`config.mk`:
```
export PLATFORM = sky130hd
export DESIGN_NAME = slot_freelist_flat
export DESIGN_NICKNAME = d
export VERILOG_FILES = /design/src/rtl/slot_freelist_pkg.sv /design/src/rtl/slot_freelist_if.sv /design/src/rtl/slot_freelist_idx2oh.sv /design/src/rtl/slot_freelist.sv /design/src/flat_wrapper.sv
export SDC_FILE = /design/constraint.sdc
export NUM_CORES = 1
export LEC_CHECK = 0
export CORE_AREA = 2 2 39 41
export CTS_CLUSTER_SIZE = 20
export DETAILED_ROUTE_END_ITERATION = 10
export DIE_AREA = 0 0 41 43
export DONT_BUFFER_PORTS = 1
export GPL_TIMING_DRIVEN = 0
export PLACE_DENSITY_LB_ADDON = 0.3
export SKIP_LAST_GASP = 1
export SLEW_MARGIN = 20
export SYNTH_ARGS = -nofsm -noshare
export SYNTH_HDL_FRONTEND = slang
export SYNTH_SLANG_ARGS = --single-unit
```
`constraint.sdc`:
```
create_clock -name CLK -period 2.7 [get_ports CLK]
set_input_delay 0.27 -clock CLK [delete_from_list [all_inputs] [get_ports CLK]]
set_output_delay 0.27 -clock CLK [all_outputs]
set_load 0.005 [all_outputs]
```
`src/rtl/slot_freelist_pkg.sv`:
```
`default_nettype none
// ============================================================================
//  Module   : slot_freelist_pkg
//  Purpose  : Shared constants and helpers for the slot free-list allocator.
//  Revision : 1.0  initial release
// ============================================================================
package slot_freelist_pkg;

    // Legal slot-count range for the allocator.
    localparam int DW_MIN = 2;
    localparam int DW_MAX = 128;

    // Ceiling log2, used to size index and counter fields.
    function automatic int clog2(input int v);
        int r;
        r = 0;
        for (int i = 0; i < 31; i++) begin
            if ((1 << i) < v) r = i + 1;
        end
        return r;
    endfunction

endpackage
`default_nettype wire

```
`src/rtl/slot_freelist_if.sv`:
```
`default_nettype none
// ============================================================================
//  Module   : slot_freelist_if
//  Purpose  : Allocate / free / flush handshake and status bundle of the
//             slot free-list allocator.
//  Revision : 1.0  initial release
// ============================================================================
interface slot_freelist_if #(
    parameter int CW = 2,
    parameter int DW = 2 ** CW
);
    logic          alloc_valid_i;
    logic          alloc_ready_o;
    logic [CW-1:0] alloc_idx_o;
    logic          free_valid_i;
    logic [CW-1:0] free_idx_i;
    logic          flush_i;
    logic [DW-1:0] busy_o;
    logic [CW:0]   cnt_o;
    logic          full_o;
    logic          empty_o;
    logic          err_o;

    // Allocator side
    modport slave (
        input  alloc_valid_i, free_valid_i, free_idx_i, flush_i,
        output alloc_ready_o, alloc_idx_o, busy_o, cnt_o, full_o, empty_o, err_o
    );

    // Requester side
    modport master (
        output alloc_valid_i, free_valid_i, free_idx_i, flush_i,
        input  alloc_ready_o, alloc_idx_o, busy_o, cnt_o, full_o, empty_o, err_o
    );
endinterface
`default_nettype wire

```
`src/rtl/slot_freelist_idx2oh.sv`:
```
`default_nettype none
// ============================================================================
//  Module   : idx2oh
//  Purpose  : Combinational binary index to one-hot decoder with enable.
//             All-zero output when en_i is low.
//  Revision : 1.0  initial release
// ============================================================================
module idx2oh #(
    parameter int CW = 2,
    parameter int DW = 2 ** CW
) (
    input  logic [CW-1:0] idx_i,
    input  logic          en_i,
    output logic [DW-1:0] oh_o
);
    for (genvar i = 0; i < DW; i++) begin : g_bit
        assign oh_o[i] = en_i & (idx_i == CW'(i));
    end
endmodule
`default_nettype wire

```
`src/rtl/slot_freelist.sv`:
```
`default_nettype none
// ============================================================================
//  Module   : slot_freelist
//  Purpose  : Free-list allocator. Grants the lowest free slot as a binary
//             index, retires slots by index, flushes all slots at once.
//             Optional macro SLOT_FREELIST_ERRCHK_EN adds a sticky
//             double-free flag on err_o (tied low otherwise).
//  Revision : 1.0  initial release
// ============================================================================
module slot_freelist
    import slot_freelist_pkg::*;
#(
    parameter int CW = 2,
    parameter int DW = 2 ** CW
) (
    input  logic           CLK,
    input  logic           RSTn,
    slot_freelist_if.slave bus
);
    localparam int CNT_W = clog2(DW) + 1;

    // Reject slot counts outside the supported power-of-two range at elaboration.
    if ((DW < DW_MIN) || (DW > DW_MAX) || (DW != (1 << CW))) begin : g_bad_param
        $error("slot_freelist: DW must be 2**CW within [DW_MIN, DW_MAX]");
    end

    logic [DW-1:0]    busy_q, busy_d;
    logic [CNT_W-1:0] cnt_q, cnt_d;
    logic             full_q, full_d;
    logic             empty_q, empty_d;

    logic             w_grant;
    logic             w_free_hit;
    logic [CW-1:0]    w_alloc_idx;
    logic [DW-1:0]    w_set_oh;
    logic [DW-1:0]    w_clr_oh;

    // ------------------------------------------------------------------
    // Lowest-free search: balanced mux tree. Each level halves the node
    // count; a node carries "some slot below is free" plus the index of
    // the lowest such slot. Left child wins so the lowest index is kept.
    // The root merge is done outside the loop so every level is consumed.
    // ------------------------------------------------------------------
    for (genvar l = 0; l < CW; l++) begin : g_lvl
        localparam int N = DW >> l;
        logic [N-1:0]  v;
        logic [CW-1:0] ix [N];
        if (l == 0) begin : g_leaf
            for (genvar i = 0; i < N; i++) begin : g_slot
                assign v[i]  = ~busy_q[i];
                assign ix[i] = CW'(i);
            end
        end else begin : g_merge
            for (genvar j = 0; j < N; j++) begin : g_pair
                assign v[j]  = g_lvl[l-1].v[2*j] | g_lvl[l-1].v[2*j+1];
                assign ix[j] = g_lvl[l-1].v[2*j] ? g_lvl[l-1].ix[2*j]
                                                 : g_lvl[l-1].ix[2*j+1];
            end
        end
    end

    assign w_alloc_idx = g_lvl[CW-1].v[0] ? g_lvl[CW-1].ix[0] : g_lvl[CW-1].ix[1];

    assign bus.alloc_ready_o = ~full_q & ~bus.flush_i;
    assign bus.alloc_idx_o   = w_alloc_idx;
    assign w_grant           = bus.alloc_valid_i & bus.alloc_ready_o;

    idx2oh #(.CW(CW), .DW(DW)) u_set_dec (
        .idx_i (w_alloc_idx),
        .en_i  (w_grant),
        .oh_o  (w_set_oh)
    );

    idx2oh #(.CW(CW), .DW(DW)) u_clr_dec (
        .idx_i (bus.free_idx_i),
        .en_i  (bus.free_valid_i),
        .oh_o  (w_clr_oh)
    );

    // A free only counts when it targets a busy slot. A same-index grant
    // cannot coincide with a hit because the granted slot is free.
    assign w_free_hit = |(w_clr_oh & busy_q);

    // Next-state: flush clears everything; otherwise set-after-clear so a grant wins.
    always_comb begin
        busy_d = (busy_q & ~w_clr_oh) | w_set_oh;
        cnt_d  = cnt_q + CNT_W'(w_grant) - CNT_W'(w_free_hit);
        if (bus.flush_i) begin
            busy_d = '0;
            cnt_d  = '0;
        end
        full_d  = &busy_d;
        empty_d = ~|busy_d;
    end

    // Status and occupancy registers.
    always_ff @(posedge CLK or negedge RSTn) begin
        if (!RSTn) begin
            busy_q  <= '0;
            cnt_q   <= '0;
            full_q  <= 1'b0;
            empty_q <= 1'b1;
        end else begin
            busy_q  <= busy_d;
            cnt_q   <= cnt_d;
            full_q  <= full_d;
            empty_q <= empty_d;
        end
    end

    assign bus.busy_o  = busy_q;
    assign bus.cnt_o   = cnt_q;
    assign bus.full_o  = full_q;
    assign bus.empty_o = empty_q;

`ifdef SLOT_FREELIST_ERRCHK_EN
    logic err_q, err_d;

    // Double-free detect: a non-flush free that hits no busy slot.
    always_comb begin
        err_d = err_q | (bus.free_valid_i & ~bus.flush_i & ~w_free_hit);
    end

    // Sticky error flag, cleared only by reset.
    always_ff @(posedge CLK or negedge RSTn) begin
        if (!RSTn) begin
            err_q <= 1'b0;
        end else begin
            err_q <= err_d;
        end
    end

    assign bus.err_o = err_q;
`else
    assign bus.err_o = 1'b0;
`endif

endmodule
`default_nettype wire

```
`src/flat_wrapper.sv`:
```
// flat-port wrapper written by rule: the top's interface ports become plain ports
module slot_freelist_flat import slot_freelist_pkg::*;
#(
    parameter int CW = 2,
    parameter int DW = 2 ** CW
)
  (CLK, RSTn, bus_alloc_valid_i, bus_free_valid_i, bus_free_idx_i, bus_flush_i, bus_alloc_ready_o, bus_alloc_idx_o, bus_busy_o, bus_cnt_o, bus_full_o, bus_empty_o, bus_err_o);
  slot_freelist_if #(.CW(CW), .DW(DW)) bus_i ();
  input  logic CLK;
  input  logic RSTn;
  input wire logic [$bits(bus_i.alloc_valid_i)-1:0] bus_alloc_valid_i;
  input wire logic [$bits(bus_i.free_valid_i)-1:0] bus_free_valid_i;
  input wire logic [$bits(bus_i.free_idx_i)-1:0] bus_free_idx_i;
  input wire logic [$bits(bus_i.flush_i)-1:0] bus_flush_i;
  output wire logic [$bits(bus_i.alloc_ready_o)-1:0] bus_alloc_ready_o;
  output wire logic [$bits(bus_i.alloc_idx_o)-1:0] bus_alloc_idx_o;
  output wire logic [$bits(bus_i.busy_o)-1:0] bus_busy_o;
  output wire logic [$bits(bus_i.cnt_o)-1:0] bus_cnt_o;
  output wire logic [$bits(bus_i.full_o)-1:0] bus_full_o;
  output wire logic [$bits(bus_i.empty_o)-1:0] bus_empty_o;
  output wire logic [$bits(bus_i.err_o)-1:0] bus_err_o;
  assign bus_i.alloc_valid_i = bus_alloc_valid_i;
  assign bus_i.free_valid_i = bus_free_valid_i;
  assign bus_i.free_idx_i = bus_free_idx_i;
  assign bus_i.flush_i = bus_flush_i;
  assign bus_alloc_ready_o = bus_i.alloc_ready_o;
  assign bus_alloc_idx_o = bus_i.alloc_idx_o;
  assign bus_busy_o = bus_i.busy_o;
  assign bus_cnt_o = bus_i.cnt_o;
  assign bus_full_o = bus_i.full_o;
  assign bus_empty_o = bus_i.empty_o;
  assign bus_err_o = bus_i.err_o;
  slot_freelist #(.CW(CW), .DW(DW)) u_core (.CLK(CLK), .RSTn(RSTn), .bus(bus_i));
endmodule
```
==> summary.md <==
| Metric | Value |
|---|---|
| Status | `finished clean` |
| Die width | `just over 40 um` |
| Crit Path Max Fanout | `7` |
| Worst r2r path cells | `9` |
| DP HPWL | `705 um` |
| TritonRoute pass-1 iters | `4` |
| CTS tree | `done` |
| Worst IR drop on VDD | `0.230 mV` |
| Worst hold stages | `2` |
| Setup TNS | `0 ns` |
| Final Max Tran Viols | `0` |
| Max stage delay cell, worst path | `mux4_2` |
| Crit-path leading delay family | `adder cells` |
| Post-CTS Setup Repair Bufs | `0` |
| RSZ-0062 raised after global routing | `no` |
| Final Cycle Share | `0.850` |
| CTS root buffer | `clkbuf_4` |
| Number of diodes | `0` |
| CP max stage delay | `~0.46 ns` |
| DR vias | `349` |
| Antenna violations before repair | `0` |
| Area Overhead vs Synth | `10.4%` |
| Final wirelength | `between 800 and 900 um` |
| P_leak | `between 0.2 and 0.3 nW` |
| Clock Latency Late Sink | `~0.25 ns` |
| Final setup violation count | `0` |
| Total GRT Usage | `0.122` |
| R2R setup slack | `0.40 ns` |
| CTS max path bufs | `2` |
| Wirelength per Cell | `12.6 um` |
| Critical path buffers and inverters | `2` |
| Standard-cell rows | `14` |
| Max Cap Viol | `0` |
| Seq/Total Area, Yosys | `0.420` |
| Num ports | `20` |
| Min-delay src | `bus_flush_i` |
| Commonest non-fill, non-tap cell in the layout | `dfrtp_1` |
| First-pass GRT wire length | `1.34 mm` |
| Worst-path cell chain | `mux4_2, and2_1, ha_1, inv_1, ha_1, inv_1, fa_1, xnor2_1, nor2_1` |
| Largest net degree at the start of global routing | `11` |
| Critical path type | `reg2reg` |
| DIE AREA | `around 1800 um2` |
| Area of the mapped netlist | `539 um2` |
| Total congestion overflow | `0` |
| Core region area | `1380 um2` |
| Core occupancy in the finished layout | `0.430` |
| Hold path endpoint | `u_core.bus.cnt_o[2]$_DFF_PN0_` |
| Detail Route Antenna Nets | `0` |
| PD cells | `just under 500 nW/um2` |
| #FFs+latches synth | `9` |
| H-tree depth | `1` |
| Via density per instance | `slightly below 5` |
| Critical R2R Launch | `u_core.bus.busy_o[0]$_DFF_PN0_` |
| Hold Fails Final Rpt | `0` |
| Synthesized area per cell | `10.8 um2` |
| Min Tclk post-route | `2.30 ns` |
| GPL Wtd Cong | `between 0.7 and 0.8` |
| Post-Syn Nets | `60` |
| 1st-iter DRT viols | `5` |
| Syn Inst Count | `50` |
| Post-cts sizing count | `0` |
| Die Y | `43 um` |
| Port bufs | `0` |
| CTS buffer count | `3` |
| Vias in the first global route | `around 320` |
| Ys Warns | `0` |
| Clock-pin slew on the worst setup and hold paths | `0.06 ns` |
| Worst Hold Class | `in2reg` |
| CP startpoint kind | `flop` |
| Remaining DRCs | `0` |
| Commonest non-fill, non-tap cells in the layout | `dfrtp_1, inv_1, nor2_1` |
| Layout cells sized above 1 | `0.218` |
| Hold buffer count at cts | `1` |
| Initial Util | `0.390` |
| Fmax | `approximately 0.44 GHz` |
| Data required time of the critical path | `~2.9 ns` |
| Fin Clk Skew | `approximately 0.0066 ns` |
| Worst EP arrival | `2.44 ns` |
| CP Capture Type | `flop` |
| Final Net Count | `66` |
| Cell variety after synth | `29` |
| Reg-to-Reg End | `u_core.bus.cnt_o[2]$_DFF_PN0_` |
| Clk sinks | `9` |
==> per-layer routing <==
metal	share of wire	vias to the layer above	track usage	wire length [um]
li1	-	179	-	-
met1	0.43	160	0.135	383
met2	0.51	8	0.175	455
met3	0.051	2	0.0785	46
met4	0.013	0	0.0600	12
met5	0	-	0	0
==> cells in the mapped netlist <==
library cell | count | share of area
and4b_1 | 1 | 0.019
a21oi_2 | 1 | 0.016
xnor2_1 | 1 | 0.016
and2_1 | 2 | 0.023
and2b_2 | 1 | 0.016
nor2_1 | 4 | 0.028
fa_1 | 1 | 0.037
dfrtp_1 | 8 | 0.37
a21boi_0 | 1 | 0.014
buf_4 | 1 | 0.014
nor3_4 | 1 | 0.030
nor3b_4 | 1 | 0.035
nor4bb_1 | 1 | 0.019
a21oi_1 | 2 | 0.019
a22oi_1 | 1 | 0.014
conb_1 | 1 | 0.0070
dfstp_2 | 1 | 0.049
a211oi_1 | 1 | 0.014
inv_1 | 5 | 0.035
nor3_2 | 1 | 0.019
mux4_2 | 1 | 0.042
o22ai_1 | 1 | 0.012
buf_6 | 1 | 0.021
and3_1 | 1 | 0.012
xor2_1 | 1 | 0.016
nand3_1 | 3 | 0.028
o21ai_1 | 1 | 0.0093
nand2_1 | 3 | 0.021
ha_1 | 2 | 0.046
==> cells by family (layout without fill, tap and decap cells) <==
kind of cell | Yosys count | in the layout | share of synthesized area
and+or+nand+nor | 19 | 19 | 0.248
DFF | 9 | 9 | 0.420
AOI/OAI and AO/OA | 8 | 8 | 0.0975
buffers and inverters | 7 | 12 | 0.0696
adders and majority gates | 3 | 3 | 0.0835
xor gates and xnor gates | 2 | 2 | 0.0325
other | 1 | 1 | 0.00695
muxes | 1 | 1 | 0.0418
==> registers in the layout, indices dropped and copies added, names as in the netlist <==
| name | count |
|---|---|
| u_core.bus.busy_o | 4 |
| u_core.bus.cnt_o | 3 |
| u_core.bus.empty_o | 1 |
| u_core.bus.full_o | 1 |
==> power by group <==
group / leakage [nW] / total, mW / internal [mW] / switching (mW)
clock network: 0.0150 / 0.0992 / 0.0567 / 0.0425
logic: 0.139 / 0.0411 / 0.0207 / 0.0204
registers: 0.120 / 0.153 / 0.144 / 0.00856
==> worst max path at each step <==
stage / slack [ns] / endpoint / cells after the start / startpoint
after global routing: 0.33 / u_core.bus.cnt_o[2]$_DFF_PN0_ / 9 / u_core.bus.busy_o[0]$_DFF_PN0_
after global placement: 0.43 / u_core.bus.cnt_o[2]$_DFF_PN0_ / 9 / u_core.bus.busy_o[0]$_DFF_PN0_
after CTS: 0.39 / u_core.bus.cnt_o[2]$_DFF_PN0_ / 9 / u_core.bus.busy_o[0]$_DFF_PN0_
after detailed placement: 0.41 / u_core.bus.cnt_o[2]$_DFF_PN0_ / 9 / u_core.bus.busy_o[0]$_DFF_PN0_
after floorplan: 0.52 / u_core.bus.cnt_o[2]$_DFF_PN0_ / 9 / u_core.bus.busy_o[0]$_DFF_PN0_
final: 0.40 / u_core.bus.cnt_o[2]$_DFF_PN0_ / 9 / u_core.bus.busy_o[0]$_DFF_PN0_
==> metrics by stage <==
step                hold slack, ns  worst slack, ns  instance area [um2]  cells  power, mW
floorplan                  -0.0256            0.517                  539     50      0.187
global placement           -0.0254            0.433                  559     66      0.193
detailed placement         -0.0254            0.409                  559     66      0.193
CTS                          0.233            0.389                  596     71      0.300
global route                 0.239            0.335                  596     71      0.312
finish                       0.243            0.404                  596     71      0.293
==> area by class of cell <==
class | instances | area, um2
clock buffer | 4 | 26.3
inverter | 5 | 18.8
tap | 16 | 20.0
timing repair buffer | 1 | 10.0
buffer | 2 | 18.8
multi-input combinational | 34 | 275
fill | 145 | 788
sequential | 9 | 226
(Power assumes the default switching activity.)
